### config.mk
export PLATFORM = sky130hd
export DESIGN_NAME = mcpu_alu_issue
export DESIGN_NICKNAME = d
export VERILOG_FILES = /design/src/rtl/mcpu_pkg.sv /design/src/rtl/mcpu_regfile.sv /design/src/rtl/mcpu_alu_issue.sv
export SDC_FILE = /design/constraint.sdc
export NUM_CORES = 1
export LEC_CHECK = 0
export CELL_PAD_IN_SITES_DETAIL_PLACEMENT = 1
export CELL_PAD_IN_SITES_GLOBAL_PLACEMENT = 1
export CORE_MARGIN = 5
export CORE_UTILIZATION = 51
export CTS_BUF_LIST = sky130_fd_sc_hd__clkbuf_16
export DETAILED_ROUTE_END_ITERATION = 7
export MAX_ROUTING_LAYER = met4
export PLACE_DENSITY_LB_ADDON = 0.1
export SLEW_MARGIN = 5
export SYNTH_ARGS = -nofsm -noshare
export SYNTH_HDL_FRONTEND = slang
export SYNTH_SLANG_ARGS = --single-unit
export TNS_END_PERCENT = 20
### constraint.sdc
create_clock -name clk -period 6.75 [get_ports clk]
set_input_delay 1.35 -clock clk [delete_from_list [all_inputs] [get_ports clk]]
set_output_delay 1.35 -clock clk [all_outputs]
set_load 0.02 [all_outputs]
### src/rtl/mcpu_pkg.sv
// rtl/mcpu_pkg.sv - shared opcodes, FSM state encoding and size defaults for the mcpu issue slice
//
// Contents:
//   CMD_SIZE_DEF / WORD_SIZE_DEF  default command and word widths (the ALU uses the same values)
//   OP_*                          ALU opcode constants
//   state_t                       issue FSM states
//   op_writes_cf()                1 for opcodes whose carry updates the architectural flag
package mcpu_pkg;

    localparam int CMD_SIZE_DEF  = 3;
    localparam int WORD_SIZE_DEF = 16;
    localparam int NUM_REGS      = 8;

    localparam logic [2:0] OP_AND = 3'd0;
    localparam logic [2:0] OP_OR  = 3'd1;
    localparam logic [2:0] OP_XOR = 3'd2;
    localparam logic [2:0] OP_ADD = 3'd3;
    localparam logic [2:0] OP_LSL = 3'd4;
    localparam logic [2:0] OP_LSR = 3'd5;
    localparam logic [2:0] OP_MUL = 3'd6;
    localparam logic [2:0] OP_DIV = 3'd7;

    typedef enum logic [2:0] {
        ST_IDLE,
        ST_ISSUE,
        ST_WAIT,
        ST_WB_LO,
        ST_WB_HI
    } state_t;

    // Logic ops leave the carry flag alone; arithmetic and shifts load it.
    function automatic logic op_writes_cf(input logic [2:0] op);
        return !(op == OP_AND || op == OP_OR || op == OP_XOR);
    endfunction

endpackage

### src/rtl/mcpu_regfile.sv
// rtl/mcpu_regfile.sv - 8-entry register file, two operand read ports, debug read port, arbitrated write
//
// Ports:
//   clk, rst_n              clock, asynchronous active-low reset (clears R0..R7)
//   ra1/rd1, ra2/rd2        combinational operand read ports
//   dbg_raddr/dbg_rdata     combinational debug read port
//   wb_en/wb_addr/wb_data   ALU writeback
//   ld_en/ld_addr/ld_data   direct load; loses to a writeback targeting the same register
module mcpu_regfile
    import mcpu_pkg::*;
#(
    parameter int WORD_SIZE = WORD_SIZE_DEF
) (
    input  logic                 clk,
    input  logic                 rst_n,
    input  logic [2:0]           ra1,
    input  logic [2:0]           ra2,
    output logic [WORD_SIZE-1:0] rd1,
    output logic [WORD_SIZE-1:0] rd2,
    input  logic [2:0]           dbg_raddr,
    output logic [WORD_SIZE-1:0] dbg_rdata,
    input  logic                 wb_en,
    input  logic [2:0]           wb_addr,
    input  logic [WORD_SIZE-1:0] wb_data,
    input  logic                 ld_en,
    input  logic [2:0]           ld_addr,
    input  logic [WORD_SIZE-1:0] ld_data
);

    logic [WORD_SIZE-1:0] regs [NUM_REGS];

    // Arbitration is per register, so a load to a different register
    // still lands in the same cycle as a writeback.
    always_ff @(posedge clk or negedge rst_n) begin
        if (!rst_n) begin
            for (int i = 0; i < NUM_REGS; i++) regs[i] <= '0;
        end else begin
            for (int i = 0; i < NUM_REGS; i++) begin
                if (wb_en && wb_addr == 3'(i))
                    regs[i] <= wb_data;
                else if (ld_en && ld_addr == 3'(i))
                    regs[i] <= ld_data;
            end
        end
    end

    assign rd1       = regs[ra1];
    assign rd2       = regs[ra2];
    assign dbg_rdata = regs[dbg_raddr];

endmodule

### src/rtl/mcpu_alu_issue.sv
// rtl/mcpu_alu_issue.sv - single-issue ALU sequencer: accept, drive ALU, wait, write back
//
// Optional feature macro: MCPU_DIV_ZERO_TRAP_EN (DIV by zero traps into sticky div0_err
// instead of writing back; when undefined div0_err is tied 0).
//
// Parameters: CMD_SIZE (>= 3), WORD_SIZE, ALU_WAIT (1..7 settle cycles)
// Ports:
//   clk, rst_n                           clock, asynchronous active-low reset
//   instr_valid/instr_ready              instruction handshake (ready only in IDLE)
//   instr_cmd, instr_rd/rs1/rs2          opcode and register indices
//   ld_en, ld_addr, ld_data              direct register load
//   alu_cmd, alu_in1, alu_in2            registered ALU drive, stable through WAIT
//   alu_out, alu_cf                      ALU result (double width) and carry
//   cf_flag, div0_err                    architectural carry, sticky divide-by-zero
//   dbg_raddr/dbg_rdata                  combinational register read
module mcpu_alu_issue
    import mcpu_pkg::*;
#(
    parameter int CMD_SIZE  = CMD_SIZE_DEF,
    parameter int WORD_SIZE = WORD_SIZE_DEF,
    parameter int ALU_WAIT  = 1
) (
    input  logic                   clk,
    input  logic                   rst_n,
    input  logic                   instr_valid,
    output logic                   instr_ready,
    input  logic [CMD_SIZE-1:0]    instr_cmd,
    input  logic [2:0]             instr_rd,
    input  logic [2:0]             instr_rs1,
    input  logic [2:0]             instr_rs2,
    input  logic                   ld_en,
    input  logic [2:0]             ld_addr,
    input  logic [WORD_SIZE-1:0]   ld_data,
    output logic [CMD_SIZE-1:0]    alu_cmd,
    output logic [WORD_SIZE-1:0]   alu_in1,
    output logic [WORD_SIZE-1:0]   alu_in2,
    input  logic [2*WORD_SIZE-1:0] alu_out,
    input  logic                   alu_cf,
    output logic                   cf_flag,
    output logic                   div0_err,
    input  logic [2:0]             dbg_raddr,
    output logic [WORD_SIZE-1:0]   dbg_rdata
);

    state_t               state_q, state_d;
    logic [CMD_SIZE-1:0]  cmd_q;
    logic [2:0]           rd_q, rs1_q, rs2_q;
    logic [2:0]           wait_cnt_q;
    logic [2:0]           op;
    logic                 wait_done;
    logic                 div0_trap;
    logic [WORD_SIZE-1:0] op1, op2;
    logic                 wb_en;
    logic [2:0]           wb_addr;
    logic [WORD_SIZE-1:0] wb_data;

    assign op        = cmd_q[2:0];
    assign wait_done = (wait_cnt_q == 3'(ALU_WAIT - 1));

`ifdef MCPU_DIV_ZERO_TRAP_EN
    assign div0_trap = (op == OP_DIV) && (op2 == '0);
`else
    assign div0_trap = 1'b0;
`endif

    mcpu_regfile #(.WORD_SIZE(WORD_SIZE)) u_regfile (
        .clk       (clk),
        .rst_n     (rst_n),
        .ra1       (rs1_q),
        .ra2       (rs2_q),
        .rd1       (op1),
        .rd2       (op2),
        .dbg_raddr (dbg_raddr),
        .dbg_rdata (dbg_rdata),
        .wb_en     (wb_en),
        .wb_addr   (wb_addr),
        .wb_data   (wb_data),
        .ld_en     (ld_en),
        .ld_addr   (ld_addr),
        .ld_data   (ld_data)
    );

    always_ff @(posedge clk or negedge rst_n) begin
        if (!rst_n) state_q <= ST_IDLE;
        else        state_q <= state_d;
    end

    always_comb begin
        state_d     = state_q;
        instr_ready = 1'b0;
        wb_en       = 1'b0;
        wb_addr     = rd_q;
        wb_data     = alu_out[WORD_SIZE-1:0];
        case (state_q)
            ST_IDLE: begin
                instr_ready = 1'b1;
                if (instr_valid) state_d = ST_ISSUE;
            end
            ST_ISSUE: state_d = div0_trap ? ST_IDLE : ST_WAIT;
            ST_WAIT:  if (wait_done) state_d = ST_WB_LO;
            ST_WB_LO: begin
                wb_en   = 1'b1;
                state_d = (op == OP_MUL) ? ST_WB_HI : ST_IDLE;
            end
            ST_WB_HI: begin
                // 3-bit add wraps R7 onto R0 for the high product half.
                wb_en   = 1'b1;
                wb_addr = rd_q + 3'd1;
                wb_data = alu_out[2*WORD_SIZE-1:WORD_SIZE];
                state_d = ST_IDLE;
            end
            default: state_d = ST_IDLE;
        endcase
    end

    always_ff @(posedge clk or negedge rst_n) begin
        if (!rst_n) begin
            cmd_q      <= '0;
            rd_q       <= '0;
            rs1_q      <= '0;
            rs2_q      <= '0;
            wait_cnt_q <= '0;
            alu_cmd    <= '0;
            alu_in1    <= '0;
            alu_in2    <= '0;
            cf_flag    <= 1'b0;
        end else begin
            if (state_q == ST_IDLE && instr_valid) begin
                cmd_q <= instr_cmd;
                rd_q  <= instr_rd;
                rs1_q <= instr_rs1;
                rs2_q <= instr_rs2;
            end
            // Operands are captured here, before any writeback of this
            // instruction, so rs == rd reads the old value.
            if (state_q == ST_ISSUE && !div0_trap) begin
                alu_cmd <= cmd_q;
                alu_in1 <= op1;
                alu_in2 <= op2;
            end
            if (state_q == ST_WAIT)
                wait_cnt_q <= wait_done ? '0 : wait_cnt_q + 3'd1;
            if (state_q == ST_WB_LO && op_writes_cf(op))
                cf_flag <= alu_cf;
        end
    end

`ifdef MCPU_DIV_ZERO_TRAP_EN
    always_ff @(posedge clk or negedge rst_n) begin
        if (!rst_n)                             div0_err <= 1'b0;
        else if (state_q == ST_ISSUE && div0_trap) div0_err <= 1'b1;
    end
`else
    assign div0_err = 1'b0;
`endif

endmodule
==> out/qor_table.md <==
| Quantity | Reported | Unit |
|:---|:---|:---|
| Total power | 6460 | µW |
| Share of cell area taken by muxes after synthesis | 0.492 | - |
| Class of the worst hold path | flop to flop | - |
| Critical Path Sink Type | primary output | - |
| Share of the synthesized area in compound gates (AO/OA/AOI/OAI) | 0.0322 | - |
| Starting Density | 0.519 | - |
| Final-report max-slew violation count | 0 | - |
| Net Count, Synth | 899 | - |
| Register Area | 4560 | µm² |
| Syn avg cell area | 13.7 | µm² |
| Hold Fails Final Rpt | 0 | - |
| CP arrival | 4.11 | ns |
| Flip-flop and latch count after synthesis | 182 | - |
| Launching element of the worst setup path | dbg_raddr[1] | - |
| Proportion of layout cells with a drive suffix above 1 | 0.217 | - |
| Largest family of logic cells by synthesized area | multiplexers | - |
| Biggest fanout along the worst timing path | 17 | - |
| Skew-Pair Late Insertion Delay | 0.43 | ns |
| Multi-input gate area | 6430 | µm² |
| Floorplan row count | 54 | - |
| Time the worst path needs with I/O delays and setup | 5.46 | ns |
| Unrepaired setup endpoints after global routing | false | - |
| Average detailed-routed wire length per instance | 28.8 | µm |
| Vertical die dimension | 159 | µm |
| Final Wtd Congestion | 0.860 | - |
| Library cells used by synthesis | 37 | - |
| Most common cell after layout, fill and taps aside | sky130_fd_sc_hd__mux2i_1 | - |
| DRT iter0 DRCs | 617 | - |
| Placed wire-length estimate after detailed placement | 21.9 | mm |
| Total vias in the final route | 7830 | - |
| Data required time of the worst path | 5.40 | ns |
| GR Util All Layers | 0.280 | - |
| Count of H-tree levels built during CTS | 4 | - |
| Predominant post-synthesis flop cell | sky130_fd_sc_hd__dfrtp_1 | - |
| Post-synthesis simple-gate area fraction | 0.0345 | - |
| Die boundary width | 159 | µm |
| Warnings from Yosys | 0 | - |
| Vias per cell | 6.54 | - |
| Iteration count of the initial detailed-routing pass | 5 | - |
| Register-to-Register Setup Slack | 3.86 | ns |
| Count of flip-flops with a built-in enable after synthesis | 0 | - |
| Hold_sp | cmd_q[0] | - |
| CTS Buffer Depth | 2 | - |
| Number of global-route vias before repair | 8812 | - |
| Buffer cell driving the clock tree root | sky130_fd_sc_hd__clkbuf_16 | - |
| Clock-pin slew reported for the worst setup and hold paths after clock tree synthesis | 0.07 | ns |
| Diode insertion count for antenna repair | 0 | - |
| Total wirelength of the detailed-routed design | 34.5 | mm |
| Maximum number of pins on one net before global-route repair | 68 | - |
| Wire length of the first global-routing pass | 53.6 | mm |
| XOR/XNOR Fraction of Synth Area | 0.000774 | - |
| Layout overhead on the synthesized area | 17.5 | % |
| Cts repair resizes | 0 | - |
| CTS tree | built | - |
| Number of design rule violations left after detail routing | 0 | - |
| Number of CTS-inserted buffers | 17 | - |
| Sequential cell area fraction in the yosys report | 0.402 | - |
| Result of the run | finished, final reports clean | - |
| Filler Cells Inserted | 2080 | - |
| Finish-stage setup viols | 0 | - |
| Critical path launch point type | input port | - |
| Share of the cycle needed by the critical path after routing | 0.808 | - |
| # Max-Cap Violations | 0 | - |
| Least-Margin Pin Slew | 1.17 | ns |
| Highest clock frequency the design can meet | 0.183 | GHz |
| Floorplan die area | 25300 | µm² |
| Count of mapped cells out of synthesis | 825 | - |
| Max transition margin | 0.218 | - |
| Cts hold-fix bufs | 0 | - |
| Initial antenna violation count | 0 | - |
| Max VDD drop | 197 | µV |
| Most frequent cells in the layout | sky130_fd_sc_hd__mux2i_1, sky130_fd_sc_hd__dfrtp_1, sky130_fd_sc_hd__clkdlybuf4s50_1 | - |
| Total of buffers placed on input and output ports | 123 | - |
| I/O pin count | 125 | - |
| Floorplan core area | 21800 | µm² |
| GR Overflow Total | 0 | - |
| Sink count of the clock tree | 182 | - |
| Setup tns final | 0 | ns |
| P per Cell Area | 486 | nW/µm² |
| Fin nets | 979 | - |
| Synthesized-area fraction occupied by adder cells | 0.00332 | - |
| Async SR Flop Fraction | 1.00 | - |
| Post-synth design cell area | 11300 | µm² |
| Leakage power total | 0.00572 | µW |
| Count of antenna-violating nets left after detailed routing | 0 | - |
| Worst Hold Slack | 0.485 | ns |
| Setup clock skew after layout | 0.00909 | ns |
| Setup Buffers After CTS | 0 | - |
| Critical path type | input port to primary output | - |
| Critical R2R Launch | rd_q[0] | - |
==> power by group <==
group | internal, µW | leakage [µW] | switching, µW
Clock | 540 | 0.000272 | 435
Combinational | 1740 | 0.00331 | 1420
Sequential | 1650 | 0.00214 | 679
Total | 3930 | 0.00572 | 2530
==> layout make-up <==
cell class	instances	area share
clock inverters	15	0.0106
clock buffers	17	0.0320
repair buffers	143	0.104
multi-input cells	558	0.484
well taps	280	0.0263
inverters	3	0.000847
flip-flops and latches	182	0.343
==> Yosys cell counts, types with 2 or more instances <==
cell	n	area, µm²
sky130_fd_sc_hd__nand3_1	5	25.0
sky130_fd_sc_hd__nor3_1	8	40.0
sky130_fd_sc_hd__mux2_2	31	349
sky130_fd_sc_hd__buf_6	5	56.3
sky130_fd_sc_hd__inv_1	3	11.3
sky130_fd_sc_hd__mux4_2	96	2160
sky130_fd_sc_hd__buf_4	3	22.5
sky130_fd_sc_hd__a22oi_4	2	42.5
sky130_fd_sc_hd__buf_2	20	100
sky130_fd_sc_hd__buf_1	24	90.1
sky130_fd_sc_hd__nand2_1	6	22.5
sky130_fd_sc_hd__o22ai_2	4	50.1
sky130_fd_sc_hd__a21o_1	2	15.0
sky130_fd_sc_hd__nor2_1	35	131
sky130_fd_sc_hd__a21oi_1	34	170
sky130_fd_sc_hd__dfrtp_1	182	4550
sky130_fd_sc_hd__nor3b_1	4	30.0
sky130_fd_sc_hd__nor3_2	2	20.0
sky130_fd_sc_hd__a2bb2oi_4	2	52.6
sky130_fd_sc_hd__clkbuf_1	30	113
sky130_fd_sc_hd__mux2i_1	305	3050
sky130_fd_sc_hd__o21ai_0	3	15.0
sky130_fd_sc_hd__nand4b_1	3	26.3
sky130_fd_sc_hd__ha_1	3	37.5
==> worst max-delay path, stage by stage <==
cell,delay [ns]
sky130_fd_sc_hd__clkdlybuf4s50_1,1.25
sky130_fd_sc_hd__buf_4,0.35
sky130_fd_sc_hd__mux4_2,0.32
sky130_fd_sc_hd__mux2_2,0.29
sky130_fd_sc_hd__clkdlybuf4s50_1,0.54
==> routing by layer <==
| metal | share of wire | wire length, µm | vias to the layer above | track usage |
|---|---|---|---|---|
| li1 | - | - | 3304 | - |
| met1 | 0.42 | 14400 | 4195 | 0.362 |
| met2 | 0.52 | 17800 | 268 | 0.470 |
| met3 | 0.045 | 1540 | 63 | 0.0383 |
| met4 | 0.021 | 738 | 0 | 0.0713 |
| met5 | 0 | 0 | - | - |
==> state kept, by name, indices dropped and copies added (netlist names), 3 cells and up <==
register / cells
cmd_q: 3
wait_cnt_q: 3
rs2_q: 3
u_regfile.regs: 128
alu_in1: 16
alu_cmd: 3
rd_q: 3
alu_in2: 16
state_q: 3
rs1_q: 3
==> through the flow <==
stage	instance area [µm²]	utilization	setup slack (ns)	cells
3_3_place_gp	12700	0.583	1.36	1166
3_5_place_dp	12700	0.583	1.34	1166
4_1_cts	13300	0.609	1.33	1198
2_1_floorplan	11300	-	2.69	825
6_report	13300	0.609	1.29	1198
5_1_grt	13300	0.609	1.30	1198
==> kinds of logic (layout without fill, tap and decap cells) <==
kind of cell	count (synthesis)	count (layout)
other	1	1
DFF	182	182
adders and majority gates	3	3
and+or+nand+nor	73	73
buffers and inverters	85	178
xor gates and xnor gates	1	1
AOI/OAI and AO/OA	48	48
muxes	432	432
==> path summary, 6_finish.rpt <==
path                       cells past startpoint                   to
setup reg to reg                               5   u_regfile.regs[30]
max in group asynchronous                      2  u_regfile.regs[125]
setup / recovery                               5         dbg_rdata[3]
hold / removal                                 1           state_q[2]
min in group asynchronous                      1           alu_in2[1]
hold reg to reg                                1           state_q[2]
Power figures use the tool's default switching activity.
